File: config.mk
export PLATFORM = sky130hd
export DESIGN_NAME = regfile_write_arbiter_flat
export DESIGN_NICKNAME = d
export VERILOG_FILES = /design/src/rtl/regfile_write_arbiter_pkg.sv /design/src/rtl/regfile_write_arbiter_if.sv /design/src/rtl/regfile_write_arbiter_rr_pick2.sv /design/src/rtl/regfile_write_arbiter.sv /design/src/flat_wrapper.sv
export SDC_FILE = /design/constraint.sdc
export NUM_CORES = 1
export LEC_CHECK = 0
export BUFFER_PORTS_ARGS = -buffer_cell sky130_fd_sc_hd__buf_2
export CORE_MARGIN = 2
export CORE_UTILIZATION = 35
export DETAILED_ROUTE_END_ITERATION = 10
export SYNTH_ARGS = -nofsm -noshare
export SYNTH_HDL_FRONTEND = slang
export SYNTH_SLANG_ARGS = --single-unit
File: constraint.sdc
create_clock -name clock -period 1.5 [get_ports clock]
set_input_delay 0.075 -clock clock [delete_from_list [all_inputs] [get_ports clock]]
set_output_delay 0.075 -clock clock [all_outputs]
set_load 0.01 [all_outputs]
File: src/rtl/regfile_write_arbiter_pkg.sv
// Shared types and default widths for the register-file write arbiter.
package regfile_arb_pkg;
  localparam int DEF_ADDR_WIDTH = 2;
  localparam int DEF_DATA_WIDTH = 16;

  typedef enum logic {ST_INIT, ST_ARB} state_e;
  typedef enum logic {REQ_A = 1'b0, REQ_B = 1'b1} req_idx_e;
endpackage

File: src/rtl/regfile_write_arbiter_if.sv
// Requester handshakes and register-file write port of the write arbiter.
interface regfile_write_arbiter_if
  import regfile_arb_pkg::*;
#(
  parameter int ADDR_WIDTH = DEF_ADDR_WIDTH,
  parameter int DATA_WIDTH = DEF_DATA_WIDTH
);
  logic                  io_a_req;
  logic [ADDR_WIDTH-1:0] io_a_addr;
  logic [DATA_WIDTH-1:0] io_a_din;
  logic                  io_a_ack;
  logic                  io_b_req;
  logic [ADDR_WIDTH-1:0] io_b_addr;
  logic [DATA_WIDTH-1:0] io_b_din;
  logic                  io_b_ack;
  logic                  io_mem_wr;
  logic [ADDR_WIDTH-1:0] io_mem_addr;
  logic [DATA_WIDTH-1:0] io_mem_din;
  logic                  io_busy;

  modport master (
    output io_a_req, io_a_addr, io_a_din, io_b_req, io_b_addr, io_b_din,
    input  io_a_ack, io_b_ack, io_mem_wr, io_mem_addr, io_mem_din, io_busy
  );

  modport slave (
    input  io_a_req, io_a_addr, io_a_din, io_b_req, io_b_addr, io_b_din,
    output io_a_ack, io_b_ack, io_mem_wr, io_mem_addr, io_mem_din, io_busy
  );
endinterface

File: src/rtl/regfile_write_arbiter_rr_pick2.sv
// Combinational two-way round-robin picker; pointer breaks ties only.
module rr_pick2
  import regfile_arb_pkg::*;
(
  input  logic [1:0] eligible,
  input  req_idx_e   pointer,
  output logic       grant_valid,
  output req_idx_e   grant_idx
);
  always_comb begin
    grant_valid = |eligible;
    if (&eligible)       grant_idx = pointer;
    else if (eligible[1]) grant_idx = REQ_B;
    else                 grant_idx = REQ_A;
  end
endmodule

File: src/rtl/regfile_write_arbiter.sv
// Round-robin owner of the register-file write port, one registered write per cycle.
// REGFILE_ARB_INIT_EN adds a post-reset sweep writing INIT_VALUE to every register.
module regfile_write_arbiter
  import regfile_arb_pkg::*;
#(
  parameter int                    ADDR_WIDTH = DEF_ADDR_WIDTH,
  parameter int                    DATA_WIDTH = DEF_DATA_WIDTH,
  parameter logic [DATA_WIDTH-1:0] INIT_VALUE = '0
) (
  input logic                     clock,
  input logic                     reset,
  regfile_write_arbiter_if.slave  bus
);
  logic [1:0]            eligible;
  logic                  grant_valid;
  req_idx_e              grant_idx;
  req_idx_e              ptr_q, ptr_d;
  logic                  arb_en;
  logic                  wr_d, a_ack_d, b_ack_d;
  logic [ADDR_WIDTH-1:0] addr_d;
  logic [DATA_WIDTH-1:0] din_d;

`ifdef REGFILE_ARB_INIT_EN
  localparam int                    NUM_REGS  = 2**ADDR_WIDTH;
  localparam logic [ADDR_WIDTH:0]   INIT_DONE = (ADDR_WIDTH+1)'(NUM_REGS);
  state_e                state_q, state_d;
  logic [ADDR_WIDTH:0]   init_cnt_q, init_cnt_d;
  logic                  busy_d;
`else
  logic unused_init;
  assign unused_init = ^INIT_VALUE;
  assign bus.io_busy = 1'b0;
`endif

  // A requester acked this cycle may still be holding req; skip it once.
  assign eligible = {bus.io_b_req & ~bus.io_b_ack, bus.io_a_req & ~bus.io_a_ack};

  rr_pick2 u_pick (
    .eligible    (eligible),
    .pointer     (ptr_q),
    .grant_valid (grant_valid),
    .grant_idx   (grant_idx)
  );

  always_comb begin
    wr_d    = 1'b0;
    a_ack_d = 1'b0;
    b_ack_d = 1'b0;
    addr_d  = bus.io_mem_addr;
    din_d   = bus.io_mem_din;
    ptr_d   = ptr_q;
`ifdef REGFILE_ARB_INIT_EN
    state_d    = state_q;
    init_cnt_d = init_cnt_q;
    busy_d     = bus.io_busy;
    arb_en     = 1'b0;
    case (state_q)
      ST_INIT: begin
        // Counter is one bit wider so the exit test sees NUM_REGS, not a wrap.
        if (init_cnt_q == INIT_DONE) begin
          state_d = ST_ARB;
          busy_d  = 1'b0;
        end else begin
          wr_d       = 1'b1;
          addr_d     = init_cnt_q[ADDR_WIDTH-1:0];
          din_d      = INIT_VALUE;
          init_cnt_d = init_cnt_q + (ADDR_WIDTH+1)'(1);
        end
      end
      ST_ARB: arb_en = 1'b1;
    endcase
`else
    arb_en = 1'b1;
`endif
    if (arb_en && grant_valid) begin
      wr_d    = 1'b1;
      a_ack_d = (grant_idx == REQ_A);
      b_ack_d = (grant_idx == REQ_B);
      addr_d  = (grant_idx == REQ_B) ? bus.io_b_addr : bus.io_a_addr;
      din_d   = (grant_idx == REQ_B) ? bus.io_b_din  : bus.io_a_din;
      ptr_d   = (grant_idx == REQ_A) ? REQ_B : REQ_A;
    end
  end

  always_ff @(posedge clock) begin
    if (reset) begin
      bus.io_mem_wr   <= 1'b0;
      bus.io_mem_addr <= '0;
      bus.io_mem_din  <= '0;
      bus.io_a_ack    <= 1'b0;
      bus.io_b_ack    <= 1'b0;
      ptr_q           <= REQ_A;
`ifdef REGFILE_ARB_INIT_EN
      state_q         <= ST_INIT;
      init_cnt_q      <= '0;
      bus.io_busy     <= 1'b1;
`endif
    end else begin
      bus.io_mem_wr   <= wr_d;
      bus.io_mem_addr <= addr_d;
      bus.io_mem_din  <= din_d;
      bus.io_a_ack    <= a_ack_d;
      bus.io_b_ack    <= b_ack_d;
      ptr_q           <= ptr_d;
`ifdef REGFILE_ARB_INIT_EN
      state_q         <= state_d;
      init_cnt_q      <= init_cnt_d;
      bus.io_busy     <= busy_d;
`endif
    end
  end
endmodule

File: src/flat_wrapper.sv
// flat-port wrapper written by rule: the top's interface ports become plain ports
module regfile_write_arbiter_flat import regfile_arb_pkg::*;
#(
  parameter int                    ADDR_WIDTH = DEF_ADDR_WIDTH,
  parameter int                    DATA_WIDTH = DEF_DATA_WIDTH,
  parameter logic [DATA_WIDTH-1:0] INIT_VALUE = '0
)
  (clock, reset, bus_io_a_req, bus_io_a_addr, bus_io_a_din, bus_io_b_req, bus_io_b_addr, bus_io_b_din, bus_io_a_ack, bus_io_b_ack, bus_io_mem_wr, bus_io_mem_addr, bus_io_mem_din, bus_io_busy);
  regfile_write_arbiter_if #(.ADDR_WIDTH(ADDR_WIDTH), .DATA_WIDTH(DATA_WIDTH)) bus_i ();
  input logic clock;
  input logic reset;
  input wire logic [$bits(bus_i.io_a_req)-1:0] bus_io_a_req;
  input wire logic [$bits(bus_i.io_a_addr)-1:0] bus_io_a_addr;
  input wire logic [$bits(bus_i.io_a_din)-1:0] bus_io_a_din;
  input wire logic [$bits(bus_i.io_b_req)-1:0] bus_io_b_req;
  input wire logic [$bits(bus_i.io_b_addr)-1:0] bus_io_b_addr;
  input wire logic [$bits(bus_i.io_b_din)-1:0] bus_io_b_din;
  output wire logic [$bits(bus_i.io_a_ack)-1:0] bus_io_a_ack;
  output wire logic [$bits(bus_i.io_b_ack)-1:0] bus_io_b_ack;
  output wire logic [$bits(bus_i.io_mem_wr)-1:0] bus_io_mem_wr;
  output wire logic [$bits(bus_i.io_mem_addr)-1:0] bus_io_mem_addr;
  output wire logic [$bits(bus_i.io_mem_din)-1:0] bus_io_mem_din;
  output wire logic [$bits(bus_i.io_busy)-1:0] bus_io_busy;
  assign bus_i.io_a_req = bus_io_a_req;
  assign bus_i.io_a_addr = bus_io_a_addr;
  assign bus_i.io_a_din = bus_io_a_din;
  assign bus_i.io_b_req = bus_io_b_req;
  assign bus_i.io_b_addr = bus_io_b_addr;
  assign bus_i.io_b_din = bus_io_b_din;
  assign bus_io_a_ack = bus_i.io_a_ack;
  assign bus_io_b_ack = bus_i.io_b_ack;
  assign bus_io_mem_wr = bus_i.io_mem_wr;
  assign bus_io_mem_addr = bus_i.io_mem_addr;
  assign bus_io_mem_din = bus_i.io_mem_din;
  assign bus_io_busy = bus_i.io_busy;
  regfile_write_arbiter #(.ADDR_WIDTH(ADDR_WIDTH), .DATA_WIDTH(DATA_WIDTH), .INIT_VALUE(INIT_VALUE)) u_core (.clock(clock), .reset(reset), .bus(bus_i));
endmodule
==> run metrics, run 1 <==
status finished, final reports clean; clk slew on worst S/H paths 0.12 ns; core area 3280 sq um; Pre-antenna DRT Iters 4; Post-Syn Instances 123; DP Wirelength 2050 microns; Peak Freq 0.692 GHz; P_leak 0.000928 uW; fin nets 222; RR Startpoint u_core.bus.io_a_ack; Placement Rows 21; FF-to-FF setup slack 0.05 ns; max-cap viol count 0; Critical Path End Type register; total die area 3840 sq um; R2R depth 4; cell taking the most area after synthesis dfxtp_1; vias in the first global route 1085; GRT Residual Overflow 0; Sequential Area 440 sq um; Antenna Nets Post-Route 0; vias post-DR 1194; top-area cell type share of the netlist area 37.5%; top cells by area, synth dfxtp_1 37%, and4b_1 15%, a2111oi_0 13%; layout cells sized above 1 48.1%; drt total wl 3220 microns; Buf+Inv Stages, Crit Path 1; FILL cells 339; Setup CP Type register to register; DRT iter0 DRCs 40; Period minus WS final 1.45 ns; Final Skew 0.00695 ns; endpoints failing setup 0; r2r endpoint u_core.bus.io_mem_din[8]; CP required 1.71 ns; Worst Setup Start Kind register; hold endpoint u_core.bus.io_a_ack; path type of the worst min-delay path input pin to register; family with the most delay on the worst path simple AND/OR/NAND/NOR gates; worst skew pair latency 0.31 ns; most common flop cell mapped by yosys dfxtp_1; crit path max fanout 5; Die Y 61.9 microns; Clock Path Buffers 2; Tot Pwr 1360 uW; dpl ws -0.112 ns; min-delay src bus_io_a_req; Residual DRC 0; Slowest cell on crit path or3b_4; Final Cycle Share 96.4%; CTS sink cnt 22; GPL Wtd Cong 0.703; initial antenna violation count 0; Seq/Total Area, Yosys 37.5%; synth unique cells 18; CTS buffer count 3; WP data arrival 1.65 ns; commonest non-fill, non-tap cell in the layout buf_2; EDFF count, synth 0; die width 61.9 microns; Levels on crit path 4; area of the multi-input gates 674 sq um; H-tree Lvls 1; Max VDD drop 0.000439 V; hold_buf cts 0; largest net degree at the start of global routing 41; CTS root buf clkbuf_4; Avg WL per Cell 14.2 microns; all-layer global routing usage 16.6%; Synth warnings 0; CP Cell Sequence buf_4 > or3b_4 > and4b_1 > a211o_1; Initial Util 35.8%; Area growth syn-to-layout 39.6%; PwrDens 829 nW/um^2; fin. max-slew vios 0; relative slew slack 51.9%; Crit path largest cell delay 0.43 ns; Hold Fails Final Rpt 0; mapped cell area 1170 sq um; Tightest Pin Transition 0.719 ns; num ports 62; I/O Buffers 60; first-pass GRT wire length 4720 microns; syn_nets 163; CTS tree yes; vias per cell 5.26; fin worst setup slack 0.0543 ns; Avg Cell Area, Syn 9.55 sq um; post-synthesis register bit count 22; Hold Path Cell Cnt 3; most frequent cells in the layout 60 x buf_2, 22 x dfxtp_1, 18 x inv_1, 18 x and4b_1, 18 x a211o_1; Diodes inserted 0; share of flip-flops with an asynchronous set or reset 0%
==> how the worst max path moves through the flow <==
stage,from,to
after floorplan,u_core.bus.io_a_ack,u_core.bus.io_mem_addr[1]
after global placement,u_core.bus.io_a_ack,u_core.bus.io_mem_din[11]
after detailed placement,u_core.bus.io_a_ack,u_core.bus.io_mem_addr[1]
after CTS,u_core.bus.io_a_ack,u_core.bus.io_mem_addr[1]
after global routing,u_core.bus.io_b_ack,u_core.bus.io_mem_din[12]
final,u_core.bus.io_a_ack,u_core.bus.io_mem_din[8]
==> kinds of logic (layout without fill, tap and decap cells) <==
kind of cell	after synthesis	after routing	synth area share [%]
flip-flops	22	22	37.5
buffers and inverters	34	90	13.5
AO/OA/AOI/OAI	38	38	28.1
AND/OR/NAND/NOR	28	30	20.6
other	1	1	0.319
==> Yosys cell counts (all sizes together), types with 2 or more instances <==
cell type,instances
dfxtp,22
a2111oi,18
a211o,18
and4b,18
inv,18
clkbuf,10
buf,6
nor2,4
a211oi,2
nor2b,2
==> through the flow <==
stage / TNS (ns) / cells / utilization (%) / hold WS (ns) / area (sq um)
after floorplan: 0 / 123 / - / 0.345 / 1170
after global placement: -1.48 / 220 / 45.5 / 0.441 / 1490
after detailed placement: -1.78 / 220 / 45.5 / 0.436 / 1490
after CTS: 0 / 225 / 47.4 / 0.115 / 1560
after global routing: -0.00133 / 227 / 49.9 / 0.0866 / 1640
final: 0 / 227 / 49.9 / 0.0920 / 1640
==> worst register-to-register path: stages (launching register included) <==
cell and delay (ns):
dfxtp_1 0.34, buf_4 0.15, or3b_4 0.43, and4b_1 0.21
a211o_1 0.22
==> cell type report <==
cell class,count,area share (%)
sequential,22,26.8
inverter,18,4.12
clock buffer,4,2.21
multi-input combinational,69,41.1
tap,46,3.51
timing repair buffer,68,22.2
==> metal layers <==
layer / wire, microns / share of wire (%) / track usage (%) / vias up
met5: 0 / 0 / 0 / -
met4: 20 / 0.62 / 3.95 / 0
met3: 152 / 4.7 / 3.73 / 2
met2: 1550 / 48 / 28.3 / 39
met1: 1500 / 46 / 21.4 / 558
li1: - / - / - / 595
==> state kept, by name (all words and copies together), names as in the netlist <==
signal and count:
u_core.bus.io_mem_addr 2, u_core.ptr_q 1, u_core.bus.io_b_ack 1, u_core.bus.io_a_ack 1, u_core.bus.io_mem_din 16, u_core.bus.io_mem_wr 1
==> where the power goes <==
part | internal [uW] | total, uW | leakage [uW] | switching, uW
clock network | 148 | 328 | 0.0000210 | 180
registers | 638 | 666 | 0.000182 | 28.5
logic | 172 | 365 | 0.000725 | 194
==> what timing repair did <==
| item | CTS | global route |
|---|---|---|
| setup endpoints to repair | 18 | 18 |
| cloned | 1 | 1 |
| setup buffers | 0 | 1 |
| resized for setup | 7 | 22 |
| pin swaps | 2 | 1 |
No activity file was read; power rests on OpenSTA's default activity.
==> inputs of run 2 (changes only) <==
- ABC_CLOCK_PERIOD_IN_PS: default -> 1500
- CORE_MARGIN: 2 -> 1.5
==> run metrics, run 2 (synthesized netlist as in run 1, its figures left out) <==
Die Y 60.9 microns (-1.6%); FILL cells 319 (-5.9%); CP required 1.70 ns (about the same); Clock Path Buffers 2 (unchanged); worst skew pair latency 0.31 ns (about the same); hold endpoint u_core.bus.io_mem_addr[1]; FF-to-FF setup slack 0.09 ns (+0.04 ns); area of the multi-input gates 583 sq um (-14%); drt total wl 3100 microns (-3.8%); Tot Pwr 1440 uW (+6.1%); Diodes inserted 0 (unchanged); Area growth syn-to-layout 33.0%; Pre-antenna DRT Iters 4 (unchanged); vias post-DR 1170 (-2.0%); largest net degree at the start of global routing 41 (unchanged); first-pass GRT wire length 4870 microns (+3.2%); Residual DRC 0 (unchanged); biggest regs u_core.bus.io_mem_din (16), u_core.bus.io_mem_addr (2); total die area 3710 sq um (-3.2%); RR Startpoint u_core.bus.io_a_ack; Antenna Nets Post-Route 0 (unchanged); initial antenna violation count 0 (unchanged); Biggest register u_core.bus.io_mem_din; CP Cell Sequence or3b_4 > and4b_1 > a211o_1; layout cells sized above 1 41.9% (-6.2 points); max-cap viol count 0 (unchanged); number of flip-flops under the largest register name 16 (unchanged); Slowest cell on crit path or3b_4; crit path max fanout 20 (+15); Worst Setup Start Kind register; all-layer global routing usage 17.2% (+0.57 points); Hold Fails Final Rpt 0 (unchanged); status finished, final reports clean; top sig layer met4; Final Skew 0.0142 ns (+0.00728 ns); Placement Rows 20 (-4.8%); fin. max-slew vios 0 (unchanged); PwrDens 924 nW/um^2 (+11%); Crit path largest cell delay 0.49 ns (+0.06 ns); dpl cell area 1480 sq um (-0.67%); die width 60.9 microns (-1.6%); commonest non-fill, non-tap cell in the layout buf_2; r2r endpoint u_core.bus.io_mem_din[2]; Critical Path End Type register; H-tree Lvls 1 (unchanged); fin nets 220 (-0.90%); Avg WL per Cell 13.9 microns (-2.1%); DRT iter0 DRCs 39 (-2.5%); Final Cycle Share 93.8% (-2.6 points); CTS tree yes; vias in the first global route 1144 (+5.4%); P_leak 0.000919 uW (-1.0%); CTS sink cnt 22 (unchanged); min-delay src bus_io_b_addr[1]; vias per cell 5.25 (-0.25%); Initial Util 37.6% (+1.8 points); endpoints failing setup 0 (unchanged); Max VDD drop 0.000359 V (-18%); GRT Residual Overflow 0 (unchanged); unrepaired setup endpoints after global routing no; Period minus WS final 1.41 ns (-0.0388 ns); setup_tns 0 ns (unchanged); path type of the worst min-delay path input pin to register; I/O Buffers 60 (unchanged); core area 3130 sq um (-4.8%); post-route cell area 1560 sq um (-4.7%); num ports 62 (unchanged); most frequent cells in the layout 60 x buf_2, 22 x dfxtp_1, 18 x inv_1, 18 x and4b_1, 18 x a211o_1; Hold Path Cell Cnt 3 (unchanged); Routed met3 length 135 microns (-11%); DRT met1 WL 1490 microns (-0.73%); hold_buf cts 0 (unchanged); Sequential Area 440 sq um (unchanged); Peak Freq 0.711 GHz (+2.8%); DP Wirelength 2020 microns (-1.8%); clk slew on worst S/H paths 0.14 ns (+0.02 ns); CTS root buf clkbuf_4; CTS buffer count 3 (unchanged); R2R depth 3 (-1); met2 wire length 1450 microns (-6.5%); GPL Wtd Cong 0.726 (+3.3%); hold_ws 0.111 ns (+0.0190 ns); Setup CP Type register to register; WP data arrival 1.61 ns (-0.04 ns)
run 2: critical path: cells and delay by family, from the launching register on:
family          cells  cell delay [ns]
compound gates      1             0.22
flops               1             0.36
simple gates        2             0.72
run 2: power breakdown:
group	internal (uW)	switching, uW
clock network	270	187
registers	638	27.1
logic	153	169
total	1060	383
run 2: how the worst max path moves through the flow:
stage / startpoint / cells past startpoint / end / slack (ns)
global route: u_core.bus.io_a_ack / 4 / u_core.bus.io_mem_din[14] / 0.04
floorplan: u_core.bus.io_a_ack / 4 / u_core.bus.io_mem_addr[1] / 0.14
finish: u_core.bus.io_a_ack / 3 / u_core.bus.io_mem_din[2] / 0.09
detailed placement: u_core.bus.io_a_ack / 3 / u_core.bus.io_mem_addr[1] / -0.18
CTS: u_core.bus.io_b_ack / 4 / u_core.bus.io_mem_din[14] / 0.09
global placement: u_core.bus.io_a_ack / 3 / u_core.bus.io_mem_din[14] / -0.13
run 2: what timing repair did:
action                     CTS  global route
cloned                       0             0
pin swaps                    0             1
hold endpoints to repair     0             0
setup buffers                0             2
resized for setup            1             2
setup endpoints to repair   18             7
run 2: area by class of cell:
type | instances | share of cell area (%)
Sequential cell | 22 | 28.2
Clock inverter | 1 | 1.92
Tap cell | 44 | 3.52
Inverter | 18 | 4.32
Timing Repair Buffer | 68 | 23.3
Multi-Input combinational cell | 67 | 37.3
Clock buffer | 3 | 1.44
run 2: layer usage:
metal,vias to the layer above,track usage [%]
met4,0,6.52
met3,2,3.41
met5,-,0
li1,589,-
met2,29,30.6
met1,550,20.3
run 2: through the flow:
stage / worst slack, ns / utilization (%) / instances
after floorplan: 0.137 / - / 123
after global placement: -0.129 / 47.4 / 217
after detailed placement: -0.176 / 47.4 / 217
after CTS: 0.0905 / 49.3 / 221
after global routing: 0.0377 / 50.0 / 223
final: 0.0932 / 50.0 / 223
